File: src/rtl/pls_dac_pkg.sv
// Shared types and conversion helpers for the PLS DAC feeder.
// Arithmetic is done at a fixed 64-bit working width, and callers truncate the result.
package pls_dac_pkg;

  typedef enum logic [1:0] {
    ST_IDLE  = 2'd0,
    ST_PRIME = 2'd1,
    ST_RUN   = 2'd2
  } state_e;

  localparam int CALC_W = 64;

  function automatic logic [CALC_W-1:0] dac_midscale(input int dac_w);
    return CALC_W'(1) << (dac_w - 1);
  endfunction

  function automatic logic is_clipped(input logic signed [CALC_W-1:0] x, input int dac_w);
    logic signed [CALC_W-1:0] hi;
    logic signed [CALC_W-1:0] lo;
    hi = signed'(dac_midscale(dac_w)) - 64'sd1;
    lo = -signed'(dac_midscale(dac_w));
    return (x > hi) || (x < lo);
  endfunction

  // Clamp to the signed dac_w range, then flip the MSB to get offset-binary.
  function automatic logic [CALC_W-1:0] sat_offset_bin(input logic signed [CALC_W-1:0] x,
                                                      input int dac_w);
    logic signed [CALC_W-1:0] hi;
    logic signed [CALC_W-1:0] lo;
    logic signed [CALC_W-1:0] s;
    hi = signed'(dac_midscale(dac_w)) - 64'sd1;
    lo = -signed'(dac_midscale(dac_w));
    if (x > hi)      s = hi;
    else if (x < lo) s = lo;
    else             s = x;
    return (s ^ dac_midscale(dac_w)) & ((dac_midscale(dac_w) << 1) - CALC_W'(1));
  endfunction

endpackage

File: src/rtl/pls_sync_fifo.sv
// Single-clock sample FIFO whose full and empty flags come from the level counter.
// A push while full is dropped, even if a pop happens in the same cycle.
module pls_sync_fifo #(
  parameter int WIDTH = 32,
  parameter int DEPTH = 16
) (
  input  logic                       clk,
  input  logic                       rst,
  input  logic                       flush,
  input  logic                       push,
  input  logic                       pop,
  input  logic [WIDTH-1:0]           wr_data,
  output logic [WIDTH-1:0]           rd_data,
  output logic [$clog2(DEPTH):0]     level,
  output logic                       full,
  output logic                       empty
);
  localparam int AW = $clog2(DEPTH);

  logic [WIDTH-1:0] mem_q [DEPTH];
  logic [WIDTH-1:0] mem_d [DEPTH];
  logic [AW-1:0]    wr_ptr_q, wr_ptr_d;
  logic [AW-1:0]    rd_ptr_q, rd_ptr_d;
  logic [AW:0]      level_q, level_d;
  logic             do_push, do_pop;

  assign full    = (level_q == (AW+1)'(DEPTH));
  assign empty   = (level_q == '0);
  assign level   = level_q;
  assign rd_data = mem_q[rd_ptr_q];
  assign do_push = push && !full;
  assign do_pop  = pop && !empty;

  always_comb begin
    mem_d    = mem_q;
    wr_ptr_d = wr_ptr_q;
    rd_ptr_d = rd_ptr_q;
    level_d  = level_q;
    if (do_push) begin
      mem_d[wr_ptr_q] = wr_data;
      wr_ptr_d        = wr_ptr_q + AW'(1);
    end
    if (do_pop) rd_ptr_d = rd_ptr_q + AW'(1);
    if (do_push && !do_pop)      level_d = level_q + (AW+1)'(1);
    else if (do_pop && !do_push) level_d = level_q - (AW+1)'(1);
    if (flush) begin
      wr_ptr_d = '0;
      rd_ptr_d = '0;
      level_d  = '0;
    end
  end

  always_ff @(posedge clk) begin
    if (rst) begin
      wr_ptr_q <= '0;
      rd_ptr_q <= '0;
      level_q  <= '0;
    end else begin
      wr_ptr_q <= wr_ptr_d;
      rd_ptr_q <= rd_ptr_d;
      level_q  <= level_d;
    end
  end

  always_ff @(posedge clk) begin
    mem_q <= mem_d;
  end

endmodule

File: src/rtl/pls_dac_feeder.sv
// Buffers generator samples and releases one to the DAC every (rate_div+1) cycles.
// Samples are saturated and converted to offset-binary on the way out.
module pls_dac_feeder
  import pls_dac_pkg::*;
#(
  parameter int DATA_SIZE  = 32,
  parameter int DAC_WIDTH  = 16,
  parameter int FIFO_DEPTH = 16,
  parameter int DIV_WIDTH  = 16
) (
  input  logic                          aclk,
  input  logic                          areset,
  input  logic                          enable,
  input  logic [DIV_WIDTH-1:0]          rate_div,
  input  logic                          status_clear,
  input  logic [DATA_SIZE-1:0]          s_tdata,
  input  logic                          s_tvalid,
  input  logic                          s_tlast,
  output logic                          s_tready,
  output logic [DAC_WIDTH-1:0]          dac_data,
  output logic                          dac_strobe,
  output logic                          underflow,
  output logic                          clipped,
  output logic [$clog2(FIFO_DEPTH):0]   fifo_level
);
  localparam int LVL_W = $clog2(FIFO_DEPTH) + 1;
  localparam logic [DAC_WIDTH-1:0] MIDSCALE  = DAC_WIDTH'(dac_midscale(DAC_WIDTH));
  localparam logic [LVL_W-1:0]     PRIME_LVL = LVL_W'(FIFO_DEPTH / 2);

  state_e                 state_q, state_d;
  logic [DIV_WIDTH-1:0]   div_q, div_d;
  logic [DIV_WIDTH-1:0]   cnt_q, cnt_d;
  logic [DAC_WIDTH-1:0]   dac_data_q, dac_data_d;
  logic                   strobe_q, strobe_d;
  logic                   underflow_q, underflow_d;
  logic                   clipped_q, clipped_d;

  logic [DATA_SIZE-1:0]        fifo_rd_data;
  logic signed [DATA_SIZE-1:0] rd_data_s;
  logic                        fifo_full, fifo_empty;
  logic                        push, pop, tick;
  logic [DAC_WIDTH-1:0]        conv_data;
  logic                        conv_clip;
  logic                        unused_tlast;

  assign unused_tlast = s_tlast;
  assign rd_data_s    = fifo_rd_data;
  assign s_tready     = (state_q != ST_IDLE) && !fifo_full;
  assign push         = s_tvalid && s_tready;
  assign tick         = enable && (state_q == ST_RUN) && (cnt_q == '0);
  assign pop          = tick && !fifo_empty;

  pls_sync_fifo #(
    .WIDTH (DATA_SIZE),
    .DEPTH (FIFO_DEPTH)
  ) u_fifo (
    .clk     (aclk),
    .rst     (areset),
    .flush   (!enable),
    .push    (push),
    .pop     (pop),
    .wr_data (s_tdata),
    .rd_data (fifo_rd_data),
    .level   (fifo_level),
    .full    (fifo_full),
    .empty   (fifo_empty)
  );

  always_comb begin
    conv_data   = DAC_WIDTH'(sat_offset_bin(CALC_W'(rd_data_s), DAC_WIDTH));
    conv_clip   = is_clipped(CALC_W'(rd_data_s), DAC_WIDTH);
    state_d     = state_q;
    div_d       = div_q;
    cnt_d       = cnt_q;
    dac_data_d  = dac_data_q;
    strobe_d    = pop;
    underflow_d = status_clear ? 1'b0 : underflow_q;
    clipped_d   = status_clear ? 1'b0 : clipped_q;

    case (state_q)
      ST_IDLE: begin
        if (enable) begin
          state_d = ST_PRIME;
          div_d   = rate_div;
        end
      end
      ST_PRIME: begin
        // Counter starts at zero so the first RUN cycle ticks, then reloads the divider.
        if (fifo_level >= PRIME_LVL) begin
          state_d = ST_RUN;
          cnt_d   = '0;
        end
      end
      ST_RUN: begin
        cnt_d = (cnt_q == '0) ? div_q : cnt_q - DIV_WIDTH'(1);
      end
      default: state_d = ST_IDLE;
    endcase

    if (pop) dac_data_d = conv_data;
    if (pop && conv_clip) clipped_d = 1'b1;
    if (tick && fifo_empty) underflow_d = 1'b1;

    if (!enable) begin
      state_d    = ST_IDLE;
      cnt_d      = '0;
      dac_data_d = MIDSCALE;
      strobe_d   = 1'b0;
    end
  end

  always_ff @(posedge aclk) begin
    if (areset) begin
      state_q     <= ST_IDLE;
      div_q       <= '0;
      cnt_q       <= '0;
      dac_data_q  <= MIDSCALE;
      strobe_q    <= 1'b0;
      underflow_q <= 1'b0;
      clipped_q   <= 1'b0;
    end else begin
      state_q     <= state_d;
      div_q       <= div_d;
      cnt_q       <= cnt_d;
      dac_data_q  <= dac_data_d;
      strobe_q    <= strobe_d;
      underflow_q <= underflow_d;
      clipped_q   <= clipped_d;
    end
  end

  assign dac_data   = dac_data_q;
  assign dac_strobe = strobe_q;
  assign underflow  = underflow_q;
  assign clipped    = clipped_q;

endmodule
File: config.mk
export PLATFORM = sky130hd
export DESIGN_NAME = pls_dac_feeder
export DESIGN_NICKNAME = d
export VERILOG_FILES = /design/src/rtl/pls_dac_pkg.sv /design/src/rtl/pls_sync_fifo.sv /design/src/rtl/pls_dac_feeder.sv
export SDC_FILE = /design/constraint.sdc
export NUM_CORES = 1
export LEC_CHECK = 0
export ABC_AREA = 1
export BUFFER_PORTS_ARGS = -buffer_cell sky130_fd_sc_hd__buf_2
export CAP_MARGIN = 20
export CELL_PAD_IN_SITES_DETAIL_PLACEMENT = 1
export CELL_PAD_IN_SITES_GLOBAL_PLACEMENT = 2
export CORE_UTILIZATION = 47
export CTS_BUF_LIST = sky130_fd_sc_hd__clkbuf_2 sky130_fd_sc_hd__clkbuf_4 sky130_fd_sc_hd__clkbuf_8
export DETAILED_ROUTE_END_ITERATION = 12
export PLACE_DENSITY_LB_ADDON = 0.1
export SETUP_SLACK_MARGIN = 0.3
export SLEW_MARGIN = 20
export SYNTH_ARGS = -nofsm -noshare
export SYNTH_HDL_FRONTEND = slang
export SYNTH_SLANG_ARGS = --single-unit
File: constraint.sdc
create_clock -name aclk -period 3.9 [get_ports aclk]
set_input_delay 0.39 -clock aclk [delete_from_list [all_inputs] [get_ports aclk]]
set_output_delay 0.39 -clock aclk [all_outputs]
set_load 0.1 [all_outputs]
### Yosys cells after proc, flatten, opt, wreduce, memory -nomap -nowiden

Index checks and enable logic that the tools add are counted.
W data, S select, Z words.

* register bits: 578

* reductions and logical operators: 29
* multiplexer cells: 18
* equality and inequality tests: 4
* bitwise logic cells: 5
* add/sub/neg operators: 5
* magnitude comparators: 6

Operator list (count)
* $bwmux W512: 1
* $bmux W32 S4: 1
* $demux W32 S4: 1
* $mux W32: 3
* $mux W16: 4
* $gt A32 B16 Y1 const B: 1
* $lt A32 B16 Y1 const B: 1
* $pmux W16 S2: 1
* $logic_not A16 Y1: 1
* $sub A16 B1 Y16 const B: 1
* $logic_and A1 B1 Y1: 12
* $ge A5 B5 Y1 const B: 2
* $mux W5: 2
* $not A4 Y5: 2
* $reduce_bool A2 Y1: 5
* $add A4 B1 Y4 const B: 2
* $pmux W2 S3: 1
* $reduce_and A2 Y1: 3
* $add A5 B1 Y5 const B: 1
* $eq A5 B5 Y1 const B: 1
* $ge A5 B4 Y1 const B: 1
* $logic_not A5 Y1: 1
* $lt A5 B1 Y1 const B: 1
* $sub A5 B1 Y5 const B: 1
* other kinds (10): 17

### Longest topological paths before layout

Gate-level depths: netlist of run 1.

* word-level depth: 9
* gate-level depth with buffers: 19
* depth with buffers taken out: 19

### Cells and area by module

A second synthesis of run 1 with hierarchy kept.

* cells, all modules: 2642
* area, all modules: 25712.2 um2

Modules (own cells, without submodules)
* pls_sync_fifo: cells an instance 2198, times used 1, area each 22880.7 um2, seq. area each 15635.0 um2
* pls_dac_feeder: cells an instance 444, times used 1, area each 2831.5 um2, seq. area each 1061.0 um2

### Worst setup path before layout of run 1

Ideal clock, no wire load.

* path type: reg2reg
* start: register u_fifo.level_q[1] (netlist: u_fifo.level[1])
* end: register u_fifo.mem_q[128] (netlist name) (enable)
* arrival time: 3.835 ns
* stages on the path, launching flop included: 9
* path slack: -0.356 ns
* period minus slack after synthesis: 4.256 ns
* path through: dfxtp_1 > nor4_1 > nand2_1 > nand2_1 > inv_1 > nand2_1 > inv_1 > nand3_1 > nor2_1

* word-level cells in the longest chain between the ends: 5

Ends and longest elaborated chain
* start: declaration: RTL line pls_sync_fifo.sv:24 `logic [AW:0] level_q, level_d;`
* start signal: assignment: RTL line pls_sync_fifo.sv:61 `level_q <= level_d;`
* $eq A5 B5 Y1: RTL line pls_sync_fifo.sv:27 `assign full = (level_q == (AW+1)'(DEPTH));`
* $logic_not A1 Y1: RTL line pls_dac_feeder.sv:48 `assign s_tready = (state_q != ST_IDLE) && !fifo_full;`
* $logic_and A1 B1 Y1: RTL line pls_dac_feeder.sv:48
* net s_tready: RTL line pls_dac_feeder.sv:19 `output logic s_tready,`
* $logic_and A1 B1 Y1: RTL line pls_dac_feeder.sv:49 `assign push = s_tvalid && s_tready;`
* $logic_and A1 B1 Y1: RTL line pls_sync_fifo.sv:31 `assign do_push = push && !full;`
* net u_fifo.do_push: RTL line pls_sync_fifo.sv:25 `logic do_push, do_pop;`
* end signal: assignment: RTL line pls_sync_fifo.sv:66 `mem_q <= mem_d;`
* end: declaration: RTL line pls_sync_fifo.sv:20 `logic [WIDTH-1:0] mem_q [DEPTH];`

The timed path passes the listed nets, and every way through them passes these cells.
A chain may end at the register's enable or synchronous reset.

### Worst setup path in the final report of run 1

* start: register cnt_q[0]
* end: register u_fifo.level_q[4] (netlist: u_fifo.level[4])

* word-level cells in the longest chain between the ends: 7

Ends and longest elaborated chain
* start: declaration: RTL line pls_dac_feeder.sv:32 `logic [DIV_WIDTH-1:0] cnt_q, cnt_d;`
* start signal: assignment: RTL line pls_dac_feeder.sv:124 `cnt_q <= cnt_d;`
* $logic_not A16 Y1 (*): RTL line pls_dac_feeder.sv:50 `assign tick = enable && (state_q == ST_RUN) && (cnt_q == '0);`
* $logic_and A1 B1 Y1 (*): RTL line pls_dac_feeder.sv:50
* $logic_and A1 B1 Y1 (*): RTL line pls_dac_feeder.sv:51 `assign pop = tick && !fifo_empty;`
* $logic_and A1 B1 Y1 (*): RTL line pls_sync_fifo.sv:32 `assign do_pop = pop && !empty;`
* $logic_not A1 Y1: RTL line pls_sync_fifo.sv:44 `if (do_push && !do_pop) level_d = level_q + (AW+1)'(1);`
* $logic_and A1 B1 Y1: RTL line pls_sync_fifo.sv:44
* $mux W5 or $reduce_bool A2 Y1 (tied branches)

Every way passes the cells marked *; elsewhere a longest branch is shown, timed or not.

==> results of run 1 <==
-- what timing repair did --
action | in CTS | in global routing
endpoints found under the hold margin | 18 | 0
gates resized for setup | 0 | 2
hold buffers | 17 | 0
setup buffers | 0 | 0
endpoints found under the setup margin | 0 | 1
-- cells in the final DEF, fill, tap and decap left out, types with 17 or more instances in the layout --
master         Yosys  final
clkbuf_8           0    104
nor2_1           310    293
buf_4             16     44
nand3_1           88     88
nor2_4             1     17
dlygate4sd3_1      0     17
inv_1             71     70
edfxtp_1         512    512
clkbuf_4           0     40
buf_2             34     77
o221ai_1          22     22
clkinv_1           0     18
o211ai_1          23     23
a21oi_1           84     84
o21ai_0          213    213
dfxtp_1           66     59
nand2_1          465    464
o22ai_1           45     45
-- power by group --
| group | switching, µW | total [µW] | leakage, µW | internal, µW |
|---|---|---|---|---|
| clock network | 2420 | 5450 | 0.00104 | 3030 |
| registers | 12.6 | 6770 | 0.00514 | 6760 |
| logic | 182 | 249 | 0.00347 | 67.6 |
-- registers in the layout, summed over array words and instances, names as in the netlist --
register / flops
clipped: 1
cnt_q: 16
dac_data: 16
dac_strobe: 1
div_q: 16
state_q: 2
u_fifo.level: 5
u_fifo.mem_q: 512
u_fifo.rd_ptr_q: 4
u_fifo.wr_ptr_q: 4
underflow: 1
-- through the flow --
stage                     utilization  hold slack [ns]  setup WS, ns  instances  cell area [µm²]
after global routing            0.547           0.0628         0.351       2940            26900
after detailed placement        0.503            0.446         0.670       2744            24700
after floorplan                     -            0.422         0.464       2071            23500
after global placement          0.503            0.429         0.785       2744            24700
final                           0.547           0.0810         0.796       2940            26900
after CTS                       0.546           0.0232         0.661       2937            26800
-- cell families (layout without fill, tap and decap cells) --
| logic type | after synthesis | count (layout) |
|---|---|---|
| AOI/OAI and AO/OA | 397 | 397 |
| xor gates and xnor gates | 8 | 8 |
| adders and majority gates | 12 | 12 |
| buffers and inverters | 192 | 396 |
| DFF | 578 | 578 |
| other | 0 | 1 |
| and+or+nand+nor | 884 | 884 |
-- routing by layer --
layer / part of all wire / track usage
met1: 0.43 / 0.343
met2: 0.49 / 0.445
met3: 0.051 / 0.0477
met4: 0.028 / 0.100
met5: 0.00079 / 0
-- worst paths after layout --
path                                           to  cells past startpoint        from
worst max-delay path              u_fifo.level[4]                     18    cnt_q[0]
worst min-delay path            u_fifo.mem_q[263]                      1  s_tdata[7]
worst max register to register    u_fifo.level[4]                     18    cnt_q[0]
worst min register to register         state_q[0]                      1  state_q[1]
-- final cells by class --
cell class	count	share of cell area
multi-input combinational	1301	0.226
inverter	75	0.0108
antenna	1	0.0000931
clock buffer	144	0.0644
clock inverter	32	0.00824
sequential	578	0.622
timing repair buffer	145	0.0382
tap	664	0.0309
==> out/metrics.yaml, run 1 <==
clock_tree:
  clkSlewWorstSetupHoldPaths_ns: 0.06
  cts_buffers: 95
  clock_sinks: 578
  cts_tree: "yes"
  clock_path_buffers: 3
  clock_latency_ns: 0.69
  clock_tree.root_cell: "clkbuf_8"
  htreeDepth: 3
global_route:
  gr-total-overflow: 0
  antenna_found_initial: 5
  grt_pass1_vias: 16935
  grt_usage: 0.265
  grt_first_pass_wirelength_um: 99600
  grt_max_degree: 124
die:
  die_w_um: 226
  fp.dieH_um: 226
  ios: 79
  die_area_mm2: 0.0509
  core.rowCount: 81
  initial_core_util: 0.478
  coreArea_mm2: 0.0492
synth:
  syn_avg_cell_area_um2: 11.3
  ys_seq_area_frac: 0.711
  synth_cell_types: 35
  yosys_most_used_dff: "edfxtp_1"
  synth_top_family_by_area: "simple AND/OR/NAND/NOR gates"
  yosysMostFrequentCell: "edfxtp_1"
  synth-compound-area-share: 0.0947
  ys_seq_elements: 578
  synth_common_cells: "512 x edfxtp_1, 465 x nand2_1, 310 x nor2_1"
  synth_fp_nets: 2137
  synth_fa_ha_area_frac: 0.00671
  syn_area_mm2: 0.0235
  synth_xor_area_frac: 0.00298
  synth_largest_area_cell: "edfxtp_1"
  syn_inst: 2071
  synth_mux_area_frac: 0
  synth_simple_gate_area_frac: 0.148
  synth_area_leaders: "edfxtp_1 65%, nand2_1 7.4%, dfxtp_1 5.6%, nor2_1 5.0%, o21ai_0 4.5%"
  async_flop_share: 0
  yosys_warnings: 0
  synth-edff-count: 512
  synth_top_area_share: 0.655
placed_design:
  port_buffers: 77
  gp_congestion: 0.778
  hpwl_um: 36100
setup_path:
  critPathBufInv: 3
  crit_required_ns: 4.45
  rrSetupSlack_ns: 0.80
  startpoint_type: "register"
  cp.arrival_ns: 3.65
  cp-end-kind: "register"
  worstPathMaxFanout: 13
  cp_top_family: "simple AND/OR/NAND/NOR gates"
  max_stage_delay_ns: 0.32
  critical_path_class: "register to register"
  crit_chain: "inv_1 -> ha_1 -> nand3_1 -> nor4_1 -> nand2_2 -> inv_2 -> nand3_2 -> ha_1 -> inv_1 -> ha_1 -> nand2_1 -> nor2_1 -> a211oi_1 -> nand2_1 -> nand2_1 -> nor2_1 -> o21ai_0 -> a21oi_1"
  crit_slowest_cell: "dfxtp_1"
power_and_ir_drop:
  p_leak_uw: 0.00965
  p_per_area_mw_per_mm2: 464
  power.total_uw: 12500
  ir_drop_mv: 0.272
route:
  wl_per_cell_um: 22.5
  drt_iter0_markers: 1155
  viasPerCell: 5.51
  via_count: 16205
  detail-route-antenna-nets: 0
  routed_wl_um: 66000
  drc: 0
  first_pass_iters: 5
sta:
  relSlewSlack: 0.322
  hold_violations: 0
  finalSetupTns_ns: 0
  fmax_mhz: 322
  post-route-period-util: 0.796
  period_needed_ns: 3.10
  setup_violations: 0
  rsz0062_at_grt: "false"
  worst_pin_slew_ns: 1.01
  drv_slew: 0
  fin_worst_skew_ns: 0.0370
min_path:
  hold_path.class: "input pin to register"
cells_and_area:
  drive_above_1_share: 0.142
  fillers: 5205
  finalNetCount: 2262
  seq_area_mm2: 0.0167
  areaGrowthSynthToFinish_pct: 14.4
  multiInputGateArea_mm2: 0.00606
run:
  cap_violations: 0
outcome:
  status: "completed"
(Power assumes the default switching activity.)
==> run 2, diff against run 1 <==
CORE_UTILIZATION = 44   (was 47)
clock period = 3.1 ns   (was 3.9 ns; I/O delays follow)
==> run 2 against run 1 <==
Sequential share of layout area shrank 2.2 points. Critical endpoint is now dac_data[4]. Largest cell class unchanged. Clock skew shrank 0.0094 ns. Clock-buffer cell count grew 3.
==> out/metrics.yaml, run 2 (synthesized netlist as in run 1, its figures left out) <==
outcome:
  status: "completed"
route:
  detail-route-antenna-nets: 0
  wl_per_cell_um: 22.5
  routed_wl_um: 68300
  drc: 0
  first_pass_iters: 5
  drt_iter0_markers: 1023
  viasPerCell: 5.43
  via_count: 16479
setup_path:
  r2r-end: "dac_data[4]"
  crit_required_ns: 3.72
  rr_startpoint: "u_fifo.rd_ptr_q[1]"
  cp.arrival_ns: 3.27
  reg2reg_depth: 8
  startpoint_type: "register"
  critical_path_class: "register to register"
  cp-end-kind: "register"
  worstPathMaxFanout: 36
  rrSetupSlack_ns: 0.45
  cp-startpoint: "u_fifo.rd_ptr_q[1]"
clock_tree:
  cts_tree: "yes"
  cts_buffers: 94
  clock_tree.root_cell: "clkbuf_8"
  htreeDepth: 3
  clock_sinks: 578
  clock_path_buffers: 3
  clock_latency_ns: 0.68
  clkSlewWorstSetupHoldPaths_ns: 0.06
die:
  core.rowCount: 84
  initial_core_util: 0.446
  fp.dieH_um: 233
  coreArea_mm2: 0.0527
  ios: 79
  die_area_mm2: 0.0543
  die_w_um: 233
min_path:
  hold_path.class: "input pin to register"
  hold_depth: 2
  min_to: "div_q[5]"
  hold_start: "areset"
cells_and_area:
  n_antenna_cell: 0
  final_common_cell: "edfxtp_1"
  final_cell_mix: "512 x edfxtp_1, 463 x nand2_1, 292 x nor2_1"
  post-route-util: 0.529
  largest_reg_flops: 512
  fillers: 5598
  top_register: "u_fifo.mem_q"
  areaGrowthSynthToFinish_pct: 18.6
  drive_above_1_share: 0.162
  finalNetCount: 2339
global_route:
  antenna_found_initial: 2
  gr-total-overflow: 0
  grt_max_degree: 124
  grt_first_pass_wirelength_um: 103000
  grt_pass1_vias: 17113
  grt_usage: 0.256
sta:
  timing.final.ws_setup_ns: 0.449
  drv_slew: 0
  relSlewSlack: 0.266
  rsz0062_at_grt: "false"
  hold_violations: 0
  period_needed_ns: 2.65
  finalSetupTns_ns: 0
  post-route-period-util: 0.855
  fmax_mhz: 377
  setup_violations: 0
  worst_pin_slew_ns: 1.10
  holdWs_ns: 0.0572
  fin_worst_skew_ns: 0.0276
placed_design:
  dp_slack_ns: 0.384
  port_buffers: 77
  gp_congestion: 0.800
  hpwl_um: 38700
run:
  cap_violations: 0
power_and_ir_drop:
  p_per_area_mw_per_mm2: 559
  power.total_uw: 15600
  ir_drop_mv: 0.355
  p_leak_uw: 0.0101
==> run 2: area by class of cell <==
| type | count | area (µm²) | area share |
|---|---|---|---|
| Timing Repair Buffer | 223 | 1930 | 0.0691 |
| Inverter | 75 | 295 | 0.0106 |
| Clock inverter | 25 | 144 | 0.00516 |
| Clock buffer | 147 | 1760 | 0.0632 |
| Multi-Input combinational cell | 1301 | 6160 | 0.221 |
| Tap cell | 688 | 861 | 0.0309 |
| Sequential cell | 578 | 16700 | 0.600 |
==> run 2: worst max path at each step <==
stage / cells after the start / endpoint
after floorplan: 17 / u_fifo.level[4]
after global placement: 9 / u_fifo.mem_q[229]
after detailed placement: 14 / dac_data[7]
after CTS: 14 / dac_data[7]
after global routing: 18 / u_fifo.level[4]
final: 8 / dac_data[4]
==> run 2: power by group <==
part | internal [µW] | leakage, µW | switching (µW)
Sequential | 8500 | 0.00515 | 16.7
Combinational | 138 | 0.00391 | 249
Clock | 3680 | 0.00101 | 3000
==> run 2: metrics by stage <==
stage / cells / instance area [µm²]
3_3_place_gp: 2792 / 25100
6_report: 3037 / 27900
4_1_cts: 3027 / 27700
5_1_grt: 3037 / 27900
2_1_floorplan: 2071 / 23700
3_5_place_dp: 2796 / 25200
==> run 2: what timing repair did <==
| action | CTS | global route |
|---|---|---|
| gates resized for setup | 0 | 13 |
| endpoints found under the hold margin | 531 | 0 |
| endpoints found under the setup margin | 0 | 25 |
| hold buffers | 59 | 0 |
| buffers inserted | 0 | 10 |
==> run 2: layer usage <==
metal,up-vias,GRT usage,share of wire
met5,-,0,0.00042
met2,361,0.428,0.49
met4,4,0.0944,0.029
met3,108,0.0422,0.045
li1,7681,-,-
met1,8325,0.334,0.44
==> run 2: worst max-delay path, cell delays in order, from the launching register on <==
cell and delay (ns):
dfxtp_2 0.51, buf_4 0.44, buf_4 0.48, o21ai_0 0.17, o22ai_1 0.16, o21ai_0 0.08, o21ai_0 0.46, nand2_1 0.11
a21oi_1 0.15
